===== config.mk =====
export PLATFORM = sky130hd
export DESIGN_NAME = alu_pipe
export DESIGN_NICKNAME = d
export VERILOG_FILES = /design/src/rtl/alu_pipe.sv
export SDC_FILE = /design/constraint.sdc
export NUM_CORES = 1
export LEC_CHECK = 0
export BUFFER_PORTS_ARGS = -buffer_cell sky130_fd_sc_hd__buf_2
export CAP_MARGIN = 15
export CORE_MARGIN = 8
export CORE_UTILIZATION = 55
export DETAILED_ROUTE_END_ITERATION = 8
export HOLD_SLACK_MARGIN = 0.1
export MAX_ROUTING_LAYER = met4
export PLACE_DENSITY = 0.87
export SLEW_MARGIN = 20
export SYNTH_ARGS = -nofsm -noshare
export SYNTH_HDL_FRONTEND = slang
export SYNTH_SLANG_ARGS = --single-unit

===== constraint.sdc =====
create_clock -name clk_i -period 4.5 [get_ports clk_i]
set_input_delay 0.45 -clock clk_i [delete_from_list [all_inputs] [get_ports clk_i]]
set_output_delay 0.45 -clock clk_i [all_outputs]
set_load 0.05 [all_outputs]

===== src/rtl/alu_pipe.sv =====
// Pipelined ALU with carry-in, N/V/Z/C flags, optional 6502-style BCD add/sub and a
// single valid/ready output register stage. Decimal ops take one extra cycle for correction.
module alu_pipe #(
  parameter int unsigned WIDTH      = 16,
  parameter bit          DECIMAL_EN = 1'b1
) (
  input  logic             clk_i,
  input  logic             rst_i,
  input  logic             in_valid_i,
  output logic             in_ready_o,
  input  logic [WIDTH-1:0] op_a_i,
  input  logic [WIDTH-1:0] op_b_i,
  input  logic [3:0]       alu_op_i,
  input  logic             carry_i,
  input  logic             dec_i,
  output logic             out_valid_o,
  input  logic             out_ready_i,
  output logic [WIDTH-1:0] res_o,
  output logic [3:0]       flags_o
);

  localparam logic [3:0] OpPassA = 4'd0;
  localparam logic [3:0] OpPassB = 4'd1;
  localparam logic [3:0] OpAdd   = 4'd2;
  localparam logic [3:0] OpAddZp = 4'd3;
  localparam logic [3:0] OpSub   = 4'd4;
  localparam logic [3:0] OpOr    = 4'd5;
  localparam logic [3:0] OpXor   = 4'd6;
  localparam logic [3:0] OpAnd   = 4'd7;
  localparam logic [3:0] OpAsl   = 4'd8;
  localparam logic [3:0] OpLsr   = 4'd9;
  localparam logic [3:0] OpRol   = 4'd10;
  localparam logic [3:0] OpRor   = 4'd11;
  localparam logic [3:0] OpCmp   = 4'd12;

  typedef enum logic [0:0] {StIdle, StDecFix} state_e;

  state_e           state_q, state_d;
  logic             valid_q, valid_d;
  logic [WIDTH-1:0] res_q, res_d;
  logic [3:0]       flags_q, flags_d;

  logic [4:0] dec_lo_q;
  logic [3:0] dec_a_hi_q, dec_b_hi_q;
  logic       dec_sub_q, dec_v_q;

  logic slot_free, accept, is_dec;

  assign slot_free   = !valid_q || out_ready_i;
  assign in_ready_o  = !rst_i && (state_q == StIdle) && slot_free;
  assign accept      = in_valid_i && in_ready_o;
  assign is_dec      = DECIMAL_EN && dec_i && (alu_op_i == OpAdd || alu_op_i == OpSub);
  assign out_valid_o = valid_q;
  assign res_o       = res_q;
  assign flags_o     = flags_q;

  // Shared adder: SUB and CMP add the inverted B operand; CMP forces carry-in.
  logic [WIDTH-1:0] b_eff;
  logic             add_cin;
  logic [WIDTH:0]   add_sum;
  logic             add_v;
  logic [8:0]       zp_sum;
  logic             zp_v;
  logic [7:0]       byte_bin;
  logic             byte_v;

  always_comb begin
    b_eff    = (alu_op_i == OpSub || alu_op_i == OpCmp) ? ~op_b_i : op_b_i;
    add_cin  = (alu_op_i == OpCmp) ? 1'b1 : carry_i;
    add_sum  = {1'b0, op_a_i} + {1'b0, b_eff} + {{WIDTH{1'b0}}, add_cin};
    add_v    = (op_a_i[WIDTH-1] == b_eff[WIDTH-1]) && (add_sum[WIDTH-1] != op_a_i[WIDTH-1]);
    zp_sum   = {1'b0, op_a_i[7:0]} + {1'b0, op_b_i[7:0]};
    zp_v     = (op_a_i[7] == op_b_i[7]) && (zp_sum[7] != op_a_i[7]);
    byte_bin = op_a_i[7:0] + b_eff[7:0] + {7'b0, carry_i};
    byte_v   = (op_a_i[7] == b_eff[7]) && (byte_bin[7] != op_a_i[7]);
  end

  logic [WIDTH-1:0] bin_res, flag_src;
  logic             bin_c, bin_v, narrow, op_legal;
  logic [3:0]       bin_flags;

  always_comb begin
    bin_res  = '0;
    flag_src = '0;
    bin_c    = carry_i;
    bin_v    = 1'b0;
    narrow   = 1'b0;
    op_legal = 1'b1;
    case (alu_op_i)
      OpPassA: bin_res = op_a_i;
      OpPassB: bin_res = op_b_i;
      OpAdd, OpSub: begin
        bin_res = add_sum[WIDTH-1:0];
        bin_c   = add_sum[WIDTH];
        bin_v   = add_v;
      end
      OpAddZp: begin
        bin_res = {{(WIDTH-8){1'b0}}, zp_sum[7:0]};
        bin_c   = zp_sum[8];
        bin_v   = zp_v;
        narrow  = 1'b1;
      end
      OpOr:  bin_res = op_a_i | op_b_i;
      OpXor: bin_res = op_a_i ^ op_b_i;
      OpAnd: bin_res = op_a_i & op_b_i;
      OpAsl: begin
        bin_res = {op_a_i[WIDTH-2:0], 1'b0};
        bin_c   = op_a_i[WIDTH-1];
      end
      OpLsr: begin
        bin_res = {1'b0, op_a_i[WIDTH-1:1]};
        bin_c   = op_a_i[0];
      end
      OpRol: begin
        bin_res = {op_a_i[WIDTH-2:0], carry_i};
        bin_c   = op_a_i[WIDTH-1];
      end
      OpRor: begin
        bin_res = {carry_i, op_a_i[WIDTH-1:1]};
        bin_c   = op_a_i[0];
      end
      OpCmp: begin
        bin_res = op_a_i;
        bin_c   = add_sum[WIDTH];
      end
      default: op_legal = 1'b0;
    endcase
    flag_src = (alu_op_i == OpCmp) ? add_sum[WIDTH-1:0] : bin_res;
    if (!op_legal) begin
      bin_flags = 4'b0;
    end else if (narrow) begin
      bin_flags = {flag_src[7], bin_v, flag_src[7:0] == 8'd0, bin_c};
    end else begin
      bin_flags = {flag_src[WIDTH-1], bin_v, flag_src == '0, bin_c};
    end
  end

  // BCD correction on the latched nibble partial sums (B already inverted for SUB).
  logic       lo_c, hi_c;
  logic [3:0] lo_fix, hi_fix;
  logic [4:0] hi_sum;
  logic [7:0] dec_byte;

  always_comb begin
    lo_c     = dec_sub_q ? dec_lo_q[4] : (dec_lo_q > 5'd9);
    if (dec_sub_q) lo_fix = lo_c ? dec_lo_q[3:0] : dec_lo_q[3:0] - 4'd6;
    else           lo_fix = lo_c ? dec_lo_q[3:0] + 4'd6 : dec_lo_q[3:0];
    hi_sum   = {1'b0, dec_a_hi_q} + {1'b0, dec_b_hi_q} + {4'b0, lo_c};
    hi_c     = dec_sub_q ? hi_sum[4] : (hi_sum > 5'd9);
    if (dec_sub_q) hi_fix = hi_c ? hi_sum[3:0] : hi_sum[3:0] - 4'd6;
    else           hi_fix = hi_c ? hi_sum[3:0] + 4'd6 : hi_sum[3:0];
    dec_byte = {hi_fix, lo_fix};
  end

  always_comb begin
    state_d = state_q;
    valid_d = valid_q && !out_ready_i;
    res_d   = res_q;
    flags_d = flags_q;
    unique case (state_q)
      StIdle: begin
        if (accept && is_dec) begin
          state_d = StDecFix;
        end else if (accept) begin
          valid_d = 1'b1;
          res_d   = bin_res;
          flags_d = bin_flags;
        end
      end
      StDecFix: begin
        if (slot_free) begin
          state_d = StIdle;
          valid_d = 1'b1;
          res_d   = {{(WIDTH-8){1'b0}}, dec_byte};
          flags_d = {dec_byte[7], dec_v_q, dec_byte == 8'd0, hi_c};
        end
      end
      default: state_d = StIdle;
    endcase
  end

  always_ff @(posedge clk_i) begin
    if (rst_i) begin
      state_q <= StIdle;
      valid_q <= 1'b0;
      res_q   <= '0;
      flags_q <= '0;
    end else begin
      state_q <= state_d;
      valid_q <= valid_d;
      res_q   <= res_d;
      flags_q <= flags_d;
    end
  end

  always_ff @(posedge clk_i) begin
    if (accept && is_dec) begin
      dec_lo_q   <= {1'b0, op_a_i[3:0]} + {1'b0, b_eff[3:0]} + {4'b0, carry_i};
      dec_a_hi_q <= op_a_i[7:4];
      dec_b_hi_q <= b_eff[7:4];
      dec_sub_q  <= (alu_op_i == OpSub);
      dec_v_q    <= byte_v;
    end
  end

endmodule


==> results of run 1 <==
-- worst max path at each step --
stage,to,slack [ns],start
after floorplan,flags_o[1]$_SDFFE_PP0P_,0.05,alu_op_i[2]
after global placement,flags_o[1]$_SDFFE_PP0P_,0.57,alu_op_i[1]
after detailed placement,flags_o[1]$_SDFFE_PP0P_,0.52,alu_op_i[1]
after CTS,flags_o[1]$_SDFFE_PP0P_,0.61,dec_lo_q[2]$_DFFE_PP_
after global routing,flags_o[3]$_SDFFE_PP0P_,0.26,dec_lo_q[2]$_DFFE_PP_
final,flags_o[1]$_SDFFE_PP0P_,0.60,dec_lo_q[2]$_DFFE_PP_
-- stage by stage --
step           total power [mW]  cells  setup slack (ns)  hold slack (ns)
5_1_grt                   1.367    875            0.2556           0.4454
6_report                  1.298    875            0.5963           0.4298
3_5_place_dp              1.012    867            0.5214           0.4461
2_1_floorplan            0.8471    703           0.05050           0.5172
3_3_place_gp              1.004    867            0.5732           0.4402
4_1_cts                   1.284    875            0.6126           0.4231
-- Yosys cell counts, types with 10 or more instances --
master    number
nand2b_1      19
o21a_1        14
nand2_1       44
inv_1         55
o21ai_0       39
a21o_1        12
o22ai_1       12
o211ai_1      13
a22oi_1       14
and3_1        10
mux2i_1       13
edfxtp_1      15
buf_2         13
clkbuf_1      18
nor3_1        24
nor2_1        45
xnor2_1       25
nand3_1       18
a21oi_1       51
ha_1          55
a221oi_1      11
dfxtp_1       22
-- placed cells by master (no fill, tap or decap), drive strengths merged, types with 12 or more instances in the layout --
| cell type | instances |
|---|---|
| buf | 73 |
| o21a | 14 |
| a21oi | 51 |
| o22ai | 12 |
| nor3 | 24 |
| o21ai | 41 |
| edfxtp | 15 |
| a21o | 12 |
| mux2i | 13 |
| nor2 | 46 |
| nand3 | 18 |
| dfxtp | 22 |
| a22oi | 14 |
| inv | 56 |
| a221oi | 12 |
| o211ai | 13 |
| nand2b | 19 |
| xnor2 | 25 |
| ha | 55 |
| nand2 | 44 |
-- power breakdown --
group / internal [mW] / total (mW) / leakage (nW) / switching [mW]
Combinational: 0.237 / 0.654 / 2.20 / 0.417
Sequential: 0.365 / 0.372 / 0.313 / 0.00688
Clock: 0.144 / 0.272 / 0.0567 / 0.128
Total: 0.745 / 1.30 / 2.57 / 0.553
-- sequential cells by signal (all words and copies together), names as in the netlist --
name and cells:
dec_b_hi_q 4, dec_a_hi_q 4, res_o 16, dec_lo_q 5, flags_o 4, state_q 1
out_valid_o 1, dec_sub_q 1, dec_v_q 1
-- final cells by class --
cell class | count | area [um^2]
multi-input combinational | 568 | 4129
inverter | 56 | 210.2
clock inverter | 2 | 13.76
tap | 133 | 166.4
fill | 920 | 3790
timing repair buffer | 73 | 390.4
clock buffer | 6 | 93.84
sequential | 37 | 890.9
-- worst max-delay path: stages (launching register included) --
cell      delay, ns
edfxtp_1       0.44
inv_1          0.13
ha_1           0.15
nand2_1        0.05
a21oi_1        0.21
a21oi_1        0.15
fa_1           0.42
fa_1           0.41
xor2_1         0.21
ha_1           0.26
nand2_1        0.06
o21ai_0        0.17
o31a_1         0.32
mux2i_1        0.22
o22ai_1        0.12
a41oi_1        0.34
o41ai_2        0.12
-- kinds of logic (layout without fill, tap and decap cells) --
family                     count (synthesis)  after routing  share of synthesized area
AOI/OAI and AO/OA                        243            243                     0.3124
xor gates and xnor gates                  34             34                    0.05455
adders and majority gates                 62             62                     0.1517
buffers and inverters                     98            137                    0.08091
DFF                                       37             37                     0.1632
muxes                                     20             20                    0.03828
and+or+nand+nor                          209            209                     0.1989
-- per-layer routing --
layer,GRT usage,vias up
met1,0.3703,2653
met2,0.4078,332
met4,0.08902,0
met5,-,-
met3,0.03544,34
li1,-,2686
==> results.md, run 1 <==
* Largest net degree at the start of global routing at 46
* Layout cell share with drive strength beyond 1 at 0.1375
* Met1 WL at 7.847 mm
* DIE HEIGHT at 115.6 um
* RSZ-0062 raised after global routing: no
* Post-Syn Area at 5459 um^2
* Number of global-route vias before repair at 5265
* Distinct cells, synth at 78
* Arr. time, crit path at 4.09 ns
* Max Used Layer: met4
* Port Buffers at 63
* Async SR Flop Fraction at 0
* Core box area at 9684 um^2
* Post-Syn Instances at 703
* Via count at 5705
* Startpoint types: flip-flop
* Die width at 115.6 um
* Root buf cell: clkbuf_8
* Max H-tree Level at 2
* CTS tree: done
* Hold depth at 3
* First-pass GRT wire length at 28.05 mm
* Maximum buffer depth of the clock tree at 2
* Per-cell routed wire length at 20.49 um
* Post-synth EDFFs at 15
* CTS sink count at 37
* Standard-cell row count at 36
* Hold Crit Start: in_valid_i
* FF+latch count, synth at 37
* Relative slew slack at 0.4060
* Vias per inst at 6.520
* Clock slew at reported path FFs at 0.08 ns
* Drt first pass iters at 5
* Final ANT Viol Nets at 0
* Synth top area cells: ha_1, edfxtp_1, dfxtp_1, a21oi_1, xnor2_1
* Total grt overflow at 0
* Worst-skew pair later-pin latency at 0.30 ns
* Post-layout minimum cycle time at 3.904 ns
* NumNets Final at 845
* Hold EP: out_valid_o$_SDFF_PP0_
* Initial antenna violation count at 0
* Critical path class: reg2reg
* Fmax at 0.2562 GHz
* Remaining DRCs at 0
* Leakage power at 2.574 nW
* Worst r2r path cells at 16
* Slew Viols, Final at 0
* Post-CTS Setup Repair Bufs at 0
* Max Clock Skew at 0.01059 ns
* Net Count, Synth at 807
* Total power divided by cell area at 220.2 nW/um^2
* Post-cts sizing count at 0
* Area Overhead vs Synth at 7.976%
* Post-route cell area at 5894 um^2
* Final count of negative-setup-slack endpoints at 0
* Worst slew pin tran at 0.8841 ns
* Gp weighted congestion at 0.9836
* Die Area at 13370 um^2
* Setup_tns at 0 ns
* DP HPWL at 14.13 mm
* Final Hold Viols at 0
* Placed Area at 5787 um^2
* Flop2flop setup slack at 0.60 ns
* Syn Area/Cell at 7.765 um^2
* Metal3 WL at 1.743 mm
* Final Util at 0.6087
* Sequential area share after synthesis at 0.1632
* CTS Hold Bufs at 0
* Worst vdd ir at 0.0001755 V
* Diode count at 0
* Dominant cell type by area after synthesis: ha_1
* Synth warnings at 0
* GRT Total Usage at 0.2722
* Worst reg2reg startpoint: dec_lo_q[2]$_DFFE_PP_
* Maxcap violations at 0
* Initial core utilization at 0.5637
* WP data required at 4.68 ns
* Iteration-0 DRC Markers at 637
* Hold Crit Class: in2reg
* DR WL met2 at 7.900 mm
* Status: finished clean
* Num CTS Buffers at 5
* Post-synth top area share at 0.1261
* Setup crit end kind: flip-flop
* Worst reg2reg endpoint: flags_o[1]$_SDFFE_PP0P_
* Post-synth top flop: dfxtp_1
* Tcrit/Tclk final at 0.8675
* Post-Route WL at 17.93 mm
* CP max FO at 4
* # IOs at 64
Power figures use the tool's default switching activity.
==> run 2: changes to the inputs <==
--- a/config.mk
+++ b/config.mk
@@ -7,12 +7,13 @@
 export LEC_CHECK = 0
 export BUFFER_PORTS_ARGS = -buffer_cell sky130_fd_sc_hd__buf_2
 export CAP_MARGIN = 15
-export CORE_MARGIN = 8
-export CORE_UTILIZATION = 55
+export CORE_MARGIN = 3
+export CORE_UTILIZATION = 47
+export CTS_BUF_LIST = sky130_fd_sc_hd__clkbuf_4 sky130_fd_sc_hd__clkbuf_8
 export DETAILED_ROUTE_END_ITERATION = 8
 export HOLD_SLACK_MARGIN = 0.1
 export MAX_ROUTING_LAYER = met4
-export PLACE_DENSITY = 0.87
+export PLACE_DENSITY = 0.77
 export SLEW_MARGIN = 20
 export SYNTH_ARGS = -nofsm -noshare
 export SYNTH_HDL_FRONTEND = slang
==> run 2 against run 1 <==
Critical path depth shrank 1. Via count up 1.2%. Final cell count up 1.3%.
==> results.md, run 2 (same netlist as run 1, synthesis figures left out) <==
* Startpoint types: flip-flop
* DIE HEIGHT at 113.8 um
* Multi-input gate area at 4129 um^2
* Final ANT Viol Nets at 0
* Buf/Inv on CP at 1
* Num CTS Buffers at 5
* Area Overhead vs Synth at 8.824%
* CTS Hold Bufs at 0
* Die width at 113.8 um
* Hold Crit Class: in2reg
* Tcrit/Tclk final at 0.8892
* Per-cell routed wire length at 20.21 um
* CTS tree: done
* Number of global-route vias before repair at 5387
* WP data required at 4.66 ns
* Maxcap violations at 0
* GRT Total Usage at 0.2852
* Arr. time, crit path at 4.16 ns
* Drt first pass iters at 7
* Fillers at 1082
* Core box area at 11080 um^2
* Max FFs per register at 16
* Non-filler cells, final at 886
* RSZ-0062 raised after global routing: no
* Fmax at 0.2499 GHz
* Critical Path, Cell by Cell: inv_1 > ha_1 > nand2_1 > a21oi_1 > a21oi_1 > fa_1 > fa_1 > xor2_1 > nand2_1 > o21ai_0 > nand2_1 > o31a_1 > o21a_1 > a41oi_1 > o41ai_2
* Final count of negative-setup-slack endpoints at 0
* Total power divided by cell area at 223.5 nW/um^2
* Clock slew at reported path FFs at 0.08 ns
* Maximum buffer depth of the clock tree at 2
* Initial core utilization at 0.4928
* Max H-tree Level at 2
* Standard-cell row count at 38
* CTS sink count at 37
* Via count at 5776
* Largest net degree at the start of global routing at 46
* Layout cell share with drive strength beyond 1 at 0.1421
* Worst vdd ir at 0.0002574 V
* Post-cts sizing count at 0
* Max Clock Skew at 0.006806 ns
* Diode count at 0
* Initial antenna violation count at 0
* Iteration-0 DRC Markers at 723
* Post-Route WL at 17.91 mm
* Post-CTS Setup Repair Bufs at 0
* Die Area at 12940 um^2
* Gp weighted congestion at 1.004
* Most frequent cells in the layout: buf_2, inv_1, ha_1
* Register Area at 890.9 um^2
* Setup crit end kind: flip-flop
* Root buf cell: clkbuf_8
* Remaining DRCs at 0
* Placed cell count at 878
* Leakage power at 2.594 nW
* First-pass GRT wire length at 28.97 mm
* CP max stage cell: o21ai_0
* NumNets Final at 849
* Slew Viols, Final at 0
* Vias per inst at 6.519
* Port Buffers at 63
* Most used cell, CP: nand2_1
* Relative slew slack at 0.3698
* Critical path class: reg2reg
* Most common cell after layout, fill and taps aside: buf_2
* Final Hold Viols at 0
* Top delay family on crit path: compound AO/OA/AOI/OAI gates
* Status: finished clean
* Setup_tns at 0 ns
* Post-layout minimum cycle time at 4.001 ns
* Max incr delay on CP at 0.43 ns
* DP HPWL at 14.18 mm
* Total grt overflow at 0
* # IOs at 64
* CP max FO at 4
* Worst-skew pair later-pin latency at 0.29 ns
* Worst slew pin tran at 0.9440 ns
==> run 2: metrics by stage <==
step / total power [mW] / utilization / worst slack [ns] / area (um^2) / hold WS (ns)
2_1_floorplan: 0.8471 / - / 0.05050 / 5461 / 0.5172
3_3_place_gp: 1.009 / 0.5259 / 0.5590 / 5826 / 0.4416
3_5_place_dp: 1.019 / 0.5259 / 0.5375 / 5826 / 0.4459
4_1_cts: 1.314 / 0.5363 / 0.5264 / 5941 / 0.4394
5_1_grt: 1.404 / 0.5363 / 0.06134 / 5941 / 0.4665
6_report: 1.328 / 0.5363 / 0.4985 / 5941 / 0.4468
==> run 2: final cells by class <==
| class | instances | area share |
|---|---|---|
| clock inverter | 2 | 0.006529 |
| sequential | 37 | 0.1500 |
| clock buffer | 6 | 0.01285 |
| inverter | 56 | 0.03538 |
| timing repair buffer | 77 | 0.07077 |
| multi-input combinational | 568 | 0.6950 |
| tap | 140 | 0.02949 |
==> run 2: path summary, 6_finish.rpt <==
check | from | to | slack [ns] | cells after the start
setup reg to reg | dec_lo_q[1]$_DFFE_PP_ | flags_o[1]$_SDFFE_PP0P_ | 0.50 | 15
hold reg to reg | res_o[10]$_SDFFE_PP0P_ | res_o[10]$_SDFFE_PP0P_ | 0.45 | 2
hold / removal | in_valid_i | out_valid_o$_SDFF_PP0_ | 0.45 | 3
setup / recovery | dec_lo_q[1]$_DFFE_PP_ | flags_o[1]$_SDFFE_PP0P_ | 0.50 | 15
==> run 2: per-layer routing <==
metal	part of all wire	up-vias	global-route usage
met4	0.023	0	0.07047
met3	0.096	40	0.03342
met5	0	-	-
met1	0.44	2727	0.4092
met2	0.44	318	0.4295
li1	-	2691	-
==> run 2: worst register-to-register path, cell delays in order (launching register included) <==
cell and delay (ns):
edfxtp_1 0.40, inv_1 0.17, ha_1 0.17, nand2_1 0.05, a21oi_1 0.19, a21oi_1 0.14, fa_1 0.42, fa_1 0.42
xor2_1 0.35, nand2_1 0.12, o21ai_0 0.43, nand2_1 0.12, o31a_1 0.28, o21a_1 0.17, a41oi_1 0.31, o41ai_2 0.14
==> run 2: power breakdown <==
part	switching [mW]	total (mW)	leakage (nW)	internal, mW
Clock	0.123	0.296	0.0588	0.172
Sequential	0.00700	0.372	0.313	0.365
Combinational	0.421	0.660	2.22	0.240
